$ cat src/rtl/fp32_pkg.sv
// Shared FP32 field widths, constants and accumulator FSM states.
package fp32_pkg;

    localparam int unsigned EXP_W = 8;
    localparam int unsigned MAN_W = 23;
    localparam int unsigned BIAS  = 127;

    localparam logic [31:0] FP32_ZERO    = 32'h0000_0000;
    localparam logic [31:0] FP32_POS_INF = 32'h7F80_0000;

    typedef enum logic [2:0] {
        IDLE,
        ALIGN,
        ADD,
        NORM,
        DONE
    } state_t;

endpackage

$ cat src/rtl/fp32_lzc.sv
// Combinational 25-bit leading-zero counter; an all-zero input yields 25.
module fp32_lzc (
    input  logic [24:0] value,
    output logic [4:0]  count
);

    always_comb begin
        count = 5'd25;
        // Ascending scan: the highest set bit is the last one written.
        for (int unsigned i = 0; i < 25; i++) begin
            if (value[i]) begin
                count = 5'(24 - i);
            end
        end
    end

endmodule

$ cat src/rtl/fp32_stream_accumulator.sv
// Sums a framed stream of FP32 elements with a four-step sequential adder
// (truncating, denormals flushed, overflow saturating to infinity).
module fp32_stream_accumulator
    import fp32_pkg::*;
#(
    parameter int unsigned COUNT_W = 10
) (
    input  logic               clk,
    input  logic               rst_n,
    input  logic               in_valid,
    output logic               in_ready,
    input  logic [31:0]        in_data,
    input  logic               in_last,
    output logic               out_valid,
    input  logic               out_ready,
    output logic [31:0]        out_data,
    output logic [COUNT_W-1:0] out_count,
    output logic               out_ovf
);

    state_t state, state_next;

    logic [31:0]        acc;
    logic [COUNT_W-1:0] count;
    logic               ovf;
    logic [31:0]        op_r;
    logic               last_r;

    logic [23:0]        al_a, al_b;
    logic               sign_a, sign_b;
    logic [EXP_W-1:0]   exp_r;

    logic [24:0]        sum_r;
    logic               sign_r;

    logic               take;
    logic               acc_inf;

    // Alignment combinational results
    logic [EXP_W-1:0]   ea, eb, diff;
    logic [23:0]        sig_a, sig_b;
    logic [23:0]        al_a_c, al_b_c;
    logic [EXP_W-1:0]   exp_c;

    // Normalization combinational results
    logic [4:0]         lz;
    logic [4:0]         shift;
    logic signed [9:0]  e_norm;
    logic [MAN_W-1:0]   man_shift;
    logic [31:0]        norm_res;
    logic               norm_ovf;

    assign take    = in_valid && in_ready;
    assign acc_inf = (acc[30:23] == 8'hFF);

    assign in_ready  = (state == IDLE);
    assign out_valid = (state == DONE);
    assign out_data  = acc;
    assign out_count = count;
    assign out_ovf   = ovf;

    fp32_lzc u_lzc (
        .value (sum_r),
        .count (lz)
    );

    always_ff @(posedge clk or negedge rst_n) begin
        if (!rst_n) begin
            state <= IDLE;
        end else begin
            state <= state_next;
        end
    end

    always_comb begin
        state_next = state;
        case (state)
            IDLE:    if (take) state_next = ALIGN;
            ALIGN:   state_next = ADD;
            ADD:     state_next = NORM;
            NORM:    state_next = last_r ? DONE : IDLE;
            DONE:    if (out_ready) state_next = IDLE;
            default: state_next = IDLE;
        endcase
    end

    always_comb begin
        ea     = acc[30:23];
        eb     = op_r[30:23];
        sig_a  = (ea == '0) ? '0 : {1'b1, acc[22:0]};
        sig_b  = (eb == '0) ? '0 : {1'b1, op_r[22:0]};
        al_a_c = sig_a;
        al_b_c = sig_b;
        if (ea >= eb) begin
            diff   = ea - eb;
            exp_c  = ea;
            al_b_c = (diff >= 8'd25) ? '0 : (sig_b >> diff);
        end else begin
            diff   = eb - ea;
            exp_c  = eb;
            al_a_c = (diff >= 8'd25) ? '0 : (sig_a >> diff);
        end
    end

    always_comb begin
        shift     = lz - 5'd1;
        e_norm    = '0;
        man_shift = sum_r[22:0] << shift;
        norm_res  = FP32_ZERO;
        norm_ovf  = 1'b0;
        if (acc_inf) begin
            norm_res = acc;
        end else if (sum_r == '0) begin
            norm_res = FP32_ZERO;
        end else if (sum_r[24]) begin
            e_norm = $signed({2'b00, exp_r}) + 10'sd1;
            if (e_norm >= 10'sd255) begin
                norm_res = {sign_r, FP32_POS_INF[30:0]};
                norm_ovf = 1'b1;
            end else begin
                norm_res = {sign_r, e_norm[7:0], sum_r[23:1]};
            end
        end else begin
            // Hidden bit lands at bit 23 after shifting by lz-1.
            e_norm = $signed({2'b00, exp_r}) - $signed({5'b00000, shift});
            if (e_norm <= 10'sd0) begin
                norm_res = FP32_ZERO;
            end else begin
                norm_res = {sign_r, e_norm[7:0], man_shift};
            end
        end
    end

    always_ff @(posedge clk or negedge rst_n) begin
        if (!rst_n) begin
            acc    <= FP32_ZERO;
            count  <= '0;
            ovf    <= 1'b0;
            op_r   <= '0;
            last_r <= 1'b0;
            al_a   <= '0;
            al_b   <= '0;
            sign_a <= 1'b0;
            sign_b <= 1'b0;
            exp_r  <= '0;
            sum_r  <= '0;
            sign_r <= 1'b0;
        end else begin
            case (state)
                IDLE: begin
                    if (take) begin
                        op_r   <= (in_data[30:23] == '0) ? FP32_ZERO : in_data;
                        last_r <= in_last;
                        if (count != '1) count <= count + 1'b1;
                        if (in_data[30:23] == 8'hFF) begin
                            acc <= FP32_POS_INF;
                            ovf <= 1'b1;
                        end
                    end
                end
                ALIGN: begin
                    al_a   <= al_a_c;
                    al_b   <= al_b_c;
                    exp_r  <= exp_c;
                    sign_a <= acc[31];
                    sign_b <= op_r[31];
                end
                ADD: begin
                    if (sign_a == sign_b) begin
                        sum_r  <= {1'b0, al_a} + {1'b0, al_b};
                        sign_r <= sign_a;
                    end else if (al_a >= al_b) begin
                        sum_r  <= {1'b0, al_a - al_b};
                        sign_r <= sign_a;
                    end else begin
                        sum_r  <= {1'b0, al_b - al_a};
                        sign_r <= sign_b;
                    end
                end
                NORM: begin
                    acc <= norm_res;
                    if (norm_ovf) ovf <= 1'b1;
                end
                DONE: begin
                    if (out_ready) begin
                        acc   <= FP32_ZERO;
                        count <= '0;
                        ovf   <= 1'b0;
                    end
                end
                default: ;
            endcase
        end
    end

endmodule

$ cat config.mk
export PLATFORM = sky130hd
export DESIGN_NAME = fp32_stream_accumulator
export DESIGN_NICKNAME = d
export VERILOG_FILES = /design/src/rtl/fp32_pkg.sv /design/src/rtl/fp32_lzc.sv /design/src/rtl/fp32_stream_accumulator.sv
export SDC_FILE = /design/constraint.sdc
export NUM_CORES = 1
export LEC_CHECK = 0
export CAP_MARGIN = 0
export CORE_MARGIN = 1
export CORE_UTILIZATION = 45
export CTS_BUF_LIST = sky130_fd_sc_hd__clkbuf_4 sky130_fd_sc_hd__clkbuf_8 sky130_fd_sc_hd__clkbuf_16
export DETAILED_ROUTE_END_ITERATION = 16
export GPL_TIMING_DRIVEN = 1
export HOLD_SLACK_MARGIN = 0.15
export PLACE_DENSITY = 0.72
export SLEW_MARGIN = 20
export SYNTH_ARGS = -nofsm -noshare
export SYNTH_HDL_FRONTEND = slang
export SYNTH_HIERARCHICAL = 1
export SYNTH_SLANG_ARGS = --single-unit
export TNS_END_PERCENT = 20
$ cat constraint.sdc
create_clock -name clk -period 6.5 [get_ports clk]
set_clock_uncertainty 0.15 [all_clocks]
set_input_delay 1.3 -clock clk [delete_from_list [all_inputs] [get_ports clk]]
set_output_delay 1.3 -clock clk [all_outputs]
set_load 0.02 [all_outputs]
# Word level (Yosys, flattened, before mapping)
# Cells that the tools add are included.
# Widths: inputs -> output; s select.
word_totals:
  reg_bits: 163
  in_bits: 37
  output_inout_bits: 45
op_classes:
  add_sub_neg: 9
  magnitude_cmp: 6
  n_eq_ne: 14
  shifts: 3
  mux: 63
  reduce_logical: 13
op_table:
  columns: ["cell", "count"]
  rows:
  - ["$mux 32", 8]
  - ["$mux 24", 7]
  - ["$pmux 32 s3", 1]
  - ["$mux 5", 16]
  - ["$shr 24x8->24", 2]
  - ["$sub 24x24->24", 2]
  - ["$mux 4", 8]
  - ["$mux 31", 1]
  - ["$mux 10", 3]
  - ["$add 24x24->25", 1]
  - ["$logic_not 25->1", 1]
  - ["$mux 25", 1]
  - ["$ge 24x24->1", 1]
  - ["$logic_not 8->1", 3]
  - ["$shl 23x5->23", 1]
  - ["$pmux 10 s2", 1]
  - ["$eq 8x8->1 const B", 2]
  - ["$ge 8x5->1 const B", 2]
  - ["$sub 8x8->8", 2]
  - ["$pmux 3 s5", 1]
  - ["$mux 1", 11]
  - ["$add 10x1->10 const B", 1]
  - ["$ne 10x10->1 const B", 1]
  - ["$reduce_and 5->1", 2]
  - ["21 further kinds", 29]

# Longest topological paths before layout
# Gate-level depths: netlist (run 1).
logic_depth:
  depth_word: 33
  mapped_depth: 22
  ltp_nobuf: 18

# Modules after synthesis
# Netlist (run 1), hierarchy kept.
by_module_without_submodules:
  columns: ["module", "n_inst", "cells_per_inst", "area_each_um2"]
  rows:
  - ["fp32_stream_accumulator", 1, 1890, 15164.5]
  - ["fp32_lzc", 1, 49, 279.0]

# Worst setup path after synthesis (run 1)
# No wires, ideal clock.
synth_path:
  path_kind: "register to register"
  startpoint: "reg sum_r[11]"
  endpoint: "reg acc[28], in the netlist out_data[28]"
  setup_ns: 0.146
  t_arrival_ns: 4.624
  required_time_ns: 6.204
  path_slack_ns: 1.581
  stages_incl_launch_ff: 22
  n_path_buf: 4
  cell_sequence: "dfrtp_1 -> or3_4 -> a2111oi_2 -> o32ai_1 -> buf_6 -> inv_1 -> clkbuf_1 -> ha_1 -> xor2_1 -> inv_2 -> clkbuf_1 -> ha_1 -> nand2_1 -> nand2_1 -> maj3_2 -> maj3_2 -> or4_4 -> o21bai_2 -> a41o_2 -> and2_1 -> buf_4 -> a221oi_1"
synth_between:
  elab_chain_cells: 22
  elab_cells_between_ends: 23
  classes_between: "2 x add/sub; 1 x order compare; 19 x mux; 1 x reduce/logical"
synth_rtl:
  columns: ["item", "line", "text"]
  rows:
  - ["start, declared", "fp32_stream_accumulator.sv:33", "logic [24:0] sum_r;"]
  - ["start signal, assigned", "fp32_stream_accumulator.sv:170", "sum_r <= {1'b0, al_a} + {1'b0, al_b};"]
  - ["start signal, assigned", "fp32_stream_accumulator.sv:173", "sum_r <= {1'b0, al_a - al_b};"]
  - ["start signal, assigned", "fp32_stream_accumulator.sv:176", "sum_r <= {1'b0, al_b - al_a};"]
  - ["$mux 5 (*) (14 in series)", "fp32_lzc.sv:11", "if (value[i]) begin"]
  - ["net lz[0]", "fp32_stream_accumulator.sv:46", "logic [4:0] lz;"]
  - ["$sub 5x1->5 (*)", "fp32_stream_accumulator.sv:106", "shift = lz - 5'd1;"]
  - ["$sub 8x5->9 (*)", "fp32_stream_accumulator.sv:125", "e_norm = $signed({2'b00, exp_r}) - $signed({5'b00000, shift});"]
  - ["$le 9x1->1", "fp32_stream_accumulator.sv:126", "if (e_norm <= 10'sd0) begin"]
  - ["$mux 32 (*)", "fp32_stream_accumulator.sv:126", null]
  - ["$mux 32 (*)", "fp32_stream_accumulator.sv:115", "end else if (sum_r[24]) begin"]
  - ["$mux 32 (*)", "fp32_stream_accumulator.sv:113", "end else if (sum_r == '0) begin"]
  - ["$mux 32 (*)", "fp32_stream_accumulator.sv:111", "if (acc_inf) begin"]
  - ["$pmux 32 s3 (*)", "fp32_stream_accumulator.sv:149", "case (state)"]
  - ["end signal, assigned", "fp32_stream_accumulator.sv:181", "acc <= norm_res;"]
  - ["end, declared", "fp32_stream_accumulator.sv:23", "logic [31:0] acc;"]
# The timed path passes the listed nets; every way through them passes the cells marked *. The select of a mux whose other input is x is not followed.
# A chain may end at the register's enable or synchronous reset.

# Worst setup path after layout (run 1)
# Ends and elaborated chain as after synthesis.

==> implementation parameters, run 1 <==
Parameter                              Value

STA
  Total negative slack ... 0 ps
  Final period util ... 0.839
  Number of pins exceeding their max-slew limit in the final report ... 0
  Worst slew margin ... 0.320
  Fin. Hold Viols ... 0
  Time the final worst path needs with I/O delays and setup ... 5450 ps
  Worst-case setup margin in the final layout ... 1050 ps
  Final setup viols ... 0
  Timing-limited maximum frequency ... 183 MHz
  Unrepaired setup endpoints after global routing ... false
  Slew of the pin with the lowest slew margin ... 1020 ps

Placement
  Gp weighted congestion ... 1.00
  Port bufs ... 81
  Final HPWL from detailed placement ... 39.9 mm
  Worst setup slack before clock tree synthesis ... 1160 ps

Clocking
  TritonCTS clock tree ... yes
  Buffer type at the clock tree root ... clkbuf_16
  # resized after CTS ... 0
  Total number of H-tree levels ... 4
  Buffers inserted by post-CTS timing repair ... 0
  Number of CTS-inserted buffers ... 17
  Clock transition at the registers of the reported paths ... 70 ps
  Cts-stage hold buffer count ... 0
  Worst-skew pair later-pin latency ... 450 ps
  Maximum buffer depth of the clock tree ... 2
  Total number of clock tree sinks ... 163

Die
  Y dimension of the die ... 187 um
  Count of standard-cell rows ... 67
  Total Die Area ... 35,100 um2
  Number of top-level pins ... 82
  CORE AREA ... 33,600 um2
  Initial standard-cell utilization of the core ... 0.459
  Die Wd ... 187 um

Yosys
  Number of synthesis warnings ... 6
  Post-synthesis sequential element count ... 163
  Portion of netlist area occupied by mux cells ... 0.0998
  Number of synthesized flops with an enable pin ... 0
  Xor/xnor share of the synthesized area ... 0.0294
  Average size of a mapped cell ... 7.96 um2
  Combinational family with the most area after synthesis ... compound AO/OA/AOI/OAI gates
  Adder-cell area share of the yosys netlist ... 0.0852
  Mapped Area ... 15,400 um2
  Cell variety after synth ... 88
  Post-synthesis sequential area ratio ... 0.264
  Mapped Nets ... 2,075
  Number of instances in the synthesized netlist ... 1,939
  Post-synthesis simple-gate area fraction ... 0.181
  Compound-gate portion of the synthesized area ... 0.278
  Proportion of register bits with asynchronous set or reset after synthesis ... 1.00
  Most common flop cell mapped by yosys ... dfrtp_1

Global routing
  Pin count of the biggest net entering global routing ... 64
  Overall fraction of global-route tracks in use ... 0.298
  Vias in the first global route ... 14,500
  Number of antenna violations at the first check in global routing ... 0
  Total grt overflow ... 0
  First-pass GRT wire length ... 82.5 mm

Finish
  Total Nets Final ... 2,081
  Area added between synthesis and finish ... 11.1%
  Most frequent cells in the layout ... 234 x nand2_1, 163 x dfrtp_1, 162 x nor2_1
  Most frequent standard cell in the layout excluding fill and tap cells ... nand2_1
  Antenna Diode Count ... 0
  Share of cells above drive strength 1 ... 0.0766

Critical path
  Highest-delay cell along the critical path ... a2111oi_2
  Critical Path RT ... 6660 ps
  Critical path's largest stage delay ... 540 ps
  Buffers & Inverters on Critical Path ... 3
  Kind of cell adding the most delay to the critical path ... simple AND/OR/NAND/NOR gates
  Nature of the critical path endpoint ... flop
  Crit path cell chain ... or3_4 -> a2111oi_2 -> o32ai_4 -> inv_1 -> buf_4 -> ha_1 -> xor2_1 -> inv_2 -> ha_1 -> nand2_1 -> nand2_1 -> maj3_2 -> maj3_2 -> or4_4 -> o21bai_2 -> a41o_2 -> and2_1 -> a221oi_1
  Startpoint kind of the worst setup timing path ... flop
  Worst Setup Path Type ... reg2reg
  Data arrival time at the worst-slack endpoint ... 5610 ps
  Crit path max fanout ... 25

Routing
  Vias per inst ... 6.38
  Final Routed Wirelength ... 52.3 mm
  Via count of the routed design ... 15,300
  1st-iter DRT viols ... 1,794
  Wire length per cell after detailed routing ... 21.7 um
  Iteration count of the initial detailed-routing pass ... 6
  Number of design rule violations left after detail routing ... 0
  Remaining antenna violation count after routing ... 0

Flow run
  Count of max-cap constraint violations ... 0

Min path
  Hold crit path type ... reg2reg

Status
  Outcome ... finished clean
-- Yosys cell counts, types with 11 or more instances --
cell        n  share of area
a22o_1     24          0.014
a32oi_1    15         0.0085
xor2_1     21          0.012
a31oi_1    32          0.013
nand3_1    33          0.011
nor4_1     26          0.011
o21ai_0   149          0.048
a22oi_1    29          0.014
inv_1     113          0.027
buf_2      15         0.0049
ha_1       93          0.075
nor2_1    162          0.039
mux4_2     28          0.041
o211ai_1   15         0.0073
or3_1      12         0.0049
clkbuf_1   90          0.022
a21oi_1   159          0.052
and3_1     12         0.0049
a21o_1     14         0.0068
and2_1     12         0.0049
o21bai_1   19         0.0092
dfrtp_1   163           0.26
mux2i_1    64          0.041
xnor2_1    29          0.016
nand2_1   234          0.057
o21a_1     13         0.0063
o31ai_1    42          0.020
mux2_2     24          0.017
nor3_1     33          0.011
o22ai_1    15         0.0061
buf_1      12         0.0029
a221oi_1   21          0.012
a211oi_1   30          0.015
nand4_1    26          0.011
nand2b_1   11         0.0045
nor2b_1    26          0.011
-- flip-flops by register name, summed over array words and instances, names as in the netlist, 3 cells and up --
register and flops:
exp_r 8, al_a 24, al_b 24, out_data 32, state 3, op_r 32
sum_r 25, out_count 10
-- worst paths after layout --
path	slack [ps]	start	cells past startpoint	endpoint
hold reg to reg	340	sign_r	2	sign_r
max in group asynchronous	4320	rst_n	2	out_data[19]
hold / removal	340	sign_r	2	sign_r
min in group asynchronous	660	rst_n	1	op_r[5]
setup / recovery	1050	sum_r[11]	18	out_data[28]
setup reg to reg	1050	sum_r[11]	18	out_data[28]
-- layer usage --
layer | part of all wire | GRT usage | vias to the layer above
met2 | 0.47 | 0.477 | 660
met3 | 0.066 | 0.0418 | 94
li1 | - | - | 7137
met4 | 0.033 | 0.113 | 0
met5 | 0 | 0 | -
met1 | 0.43 | 0.408 | 7456
-- layout make-up --
| type | instances | area (um2) |
|---|---|---|
| tap | 448 | 561 |
| multi-input combinational | 1534 | 10500 |
| fill | 3195 | 16500 |
| inverter | 116 | 435 |
| clock inverter | 11 | 105 |
| timing repair buffer | 113 | 1070 |
| clock buffer | 20 | 448 |
| sequential | 163 | 4080 |
-- kinds of logic after synthesis --
group / count (synthesis)
DFF: 163
buffers and inverters: 242
and+or+nand+nor: 609
muxes: 116
AOI/OAI and AO/OA: 656
adders and majority gates: 102
xor gates and xnor gates: 51
-- tightest hold or removal path, delay by kind of cell, from the launching register on --
| family | cells | cell delay [ps] |
|---|---|---|
| and+or+nand+nor | 1 | 40 |
| AOI/OAI and AO/OA | 1 | 70 |
| DFF | 1 | 340 |
-- per-stage QoR --
| step | util | area (um2) | cells | hold WS [ps] |
|---|---|---|---|---|
| floorplan | - | 15400 | 1939 | 289 |
| global placement | 0.493 | 16600 | 2373 | 312 |
| detailed placement | 0.493 | 16600 | 2373 | 325 |
| CTS | 0.509 | 17100 | 2404 | 339 |
| global route | 0.510 | 17200 | 2405 | 371 |
| finish | 0.510 | 17200 | 2405 | 340 |
Power of run 1 is not shown: default switching activity piles up to over one toggle a cycle in this logic, so the estimate is an artifact.
==> inputs of run 2 (changes only) <==
==> constraint.sdc (replaced) <==
create_clock -name clk -period 5.6 [get_ports clk]
set_clock_uncertainty 0.15 [all_clocks]
set_input_delay 1.12 -clock clk [delete_from_list [all_inputs] [get_ports clk]]
set_output_delay 1.12 -clock clk [all_outputs]
set_load 0.02 [all_outputs]
==> run 2 against run 1 <==
Against the previous run:
- die area unchanged
- critical path depth shrank 1
- first-iteration DRC count up 11%
- maximum frequency grew 1.9%
- utilization increased by 0.22 points
- hold slack lost 1.2 ps
- non-clock buffer count unchanged
- via count increased by 0.93%
- critical endpoint unchanged
==> implementation parameters, run 2 (synthesis results as in run 1) <==
Parameter                              Value

Critical path
  Crit path max fanout ... 25 (unchanged)
  Buffers & Inverters on Critical Path ... 3 (unchanged)
  Critical Path RT ... 5750 ps (-910 ps)
  Flop2flop setup slack ... 250 ps (-800 ps)
  Data arrival time at the worst-slack endpoint ... 5500 ps (-110 ps)
  Highest-delay cell along the critical path ... dfrtp_1
  Startpoint kind of the worst setup timing path ... flop
  Kind of cell adding the most delay to the critical path ... simple AND/OR/NAND/NOR gates
  Critical path's largest stage delay ... 510 ps (-30 ps)
  Crit path cell chain ... or3_4 -> a2111oi_2 -> o32ai_4 -> inv_1 -> buf_4 -> ha_1 -> inv_1 -> fa_1 -> nand2_1 -> nand2_1 -> maj3_2 -> maj3_2 -> or4_4 -> o21bai_2 -> a41o_2 -> and2_1 -> a221oi_1
  Worst Setup Path Type ... reg2reg
  Nature of the critical path endpoint ... flop

Finish
  Layout filler cell count ... 3,133 (-1.9%)
  Share of cells above drive strength 1 ... 0.0771 (+0.000472)
  Total Nets Final ... 2,081 (unchanged)
  Antenna Diode Count ... 0 (unchanged)
  Most frequent standard cell in the layout excluding fill and tap cells ... nand2_1
  Area added between synthesis and finish ... 11.6%
  Most frequent cells in the layout ... 234 x nand2_1, 163 x dfrtp_1, 162 x nor2_1

Min path
  Hold crit path type ... reg2reg

STA
  Number of pins exceeding their max-slew limit in the final report ... 0 (unchanged)
  Total negative slack ... 0 ps (unchanged)
  Worst slew margin ... 0.235 (-0.0856)
  Final period util ... 0.956 (+0.117)
  Slew of the pin with the lowest slew margin ... 1150 ps (+128 ps)
  Unrepaired setup endpoints after global routing ... false
  Fin. Hold Viols ... 0 (unchanged)
  Final setup viols ... 0 (unchanged)
  Timing-limited maximum frequency ... 187 MHz (+1.9%)
  Time the final worst path needs with I/O delays and setup ... 5350 ps (-102 ps)

Clocking
  Buffers inserted by post-CTS timing repair ... 0 (unchanged)
  Clock transition at the registers of the reported paths ... 70 ps (about the same)
  TritonCTS clock tree ... yes
  Worst-skew pair later-pin latency ... 450 ps (about the same)
  Buffer type at the clock tree root ... clkbuf_16
  Cts-stage hold buffer count ... 0 (unchanged)
  Maximum buffer depth of the clock tree ... 2 (unchanged)
  Number of CTS-inserted buffers ... 17 (unchanged)
  Total number of clock tree sinks ... 163 (unchanged)
  # resized after CTS ... 0 (unchanged)
  Total number of H-tree levels ... 4 (unchanged)

Routing
  Wire length per cell after detailed routing ... 21.6 um (-0.75%)
  Remaining antenna violation count after routing ... 0 (unchanged)
  1st-iter DRT viols ... 1,995 (+11%)
  Via count of the routed design ... 15,500 (+0.93%)
  Number of design rule violations left after detail routing ... 0 (unchanged)
  Iteration count of the initial detailed-routing pass ... 10 (+4)
  Vias per inst ... 6.44 (+0.88%)
  Final Routed Wirelength ... 51.9 mm (-0.71%)

Die
  Die Wd ... 187 um (unchanged)
  Initial standard-cell utilization of the core ... 0.459 (unchanged)
  Y dimension of the die ... 187 um (unchanged)
  Count of standard-cell rows ... 67 (unchanged)
  Number of top-level pins ... 82 (unchanged)
  Total Die Area ... 35,100 um2 (unchanged)
  CORE AREA ... 33,600 um2 (unchanged)

Placement
  Gp weighted congestion ... 1.02 (+1.6%)
  Final HPWL from detailed placement ... 39.8 mm (-0.27%)
  Port bufs ... 81 (unchanged)

Global routing
  Overall fraction of global-route tracks in use ... 0.294 (-0.00413)
  Pin count of the biggest net entering global routing ... 86 (+34%)
  Total grt overflow ... 0 (unchanged)
  Number of antenna violations at the first check in global routing ... 0 (unchanged)
  First-pass GRT wire length ... 81.8 mm (-0.85%)
  Vias in the first global route ... 14,600 (+0.82%)

Status
  Outcome ... finished clean

Flow run
  Count of max-cap constraint violations ... 0 (unchanged)
==> run 2: changes by cell type in the layout (fill, tap and decap cells not counted), sizes merged <==
| cell | change |
|---|---|
| inv | +5 |
| clkbuf | -3 |
| bufinv | +2 |
| clkinvlp | -2 |
| clkinv | -1 |
==> run 2: final timing paths <==
check                      startpoint      endpoint  cells past startpoint
min in group asynchronous       rst_n       op_r[5]                      1
min                            sign_r        sign_r                      2
max in group asynchronous       rst_n  out_data[11]                      2
max reg2reg                 sum_r[11]  out_data[28]                     17
min reg2reg                    sign_r        sign_r                      2
max                         sum_r[11]  out_data[28]                     17
==> run 2: cell type report <==
cell class | instances | area (um2) | share of cell area
timing repair buffer | 113 | 1080 | 0.0629
clock inverter | 15 | 195 | 0.0113
sequential | 163 | 4080 | 0.237
clock buffer | 17 | 425 | 0.0247
inverter | 116 | 435 | 0.0253
tap | 448 | 561 | 0.0325
multi-input combinational | 1534 | 10500 | 0.607
==> run 2: worst min-delay path, stage by stage (launching register included) <==
cell,delay [ps]
dfrtp_1,340
nand2_1,40
o21ai_0,60
==> run 2: per-stage QoR <==
| step | hold WS (ps) | instances | instance area, um2 | utilization | worst slack (ps) |
|---|---|---|---|---|---|
| finish | 338 | 2406 | 17200 | 0.513 | 248 |
| global placement | 319 | 2373 | 16600 | 0.493 | 490 |
| detailed placement | 323 | 2373 | 16600 | 0.493 | 381 |
| CTS | 340 | 2405 | 17200 | 0.512 | 326 |
| floorplan | 289 | 1939 | 15400 | - | 681 |
| global route | 373 | 2406 | 17200 | 0.513 | 43.8 |
==> run 2: layer usage <==
metal / track usage / wire (um) / vias to the layer above / part of all wire
li1: - / - / 7124 / -
met1: 0.393 / 22000 / 7424 / 0.42
met2: 0.470 / 23900 / 808 / 0.46
met3: 0.0503 / 3860 / 133 / 0.074
met4: 0.123 / 2180 / 0 / 0.042
met5: 0 / 0 / - / 0
Power of run 2 is left out for the same reason.
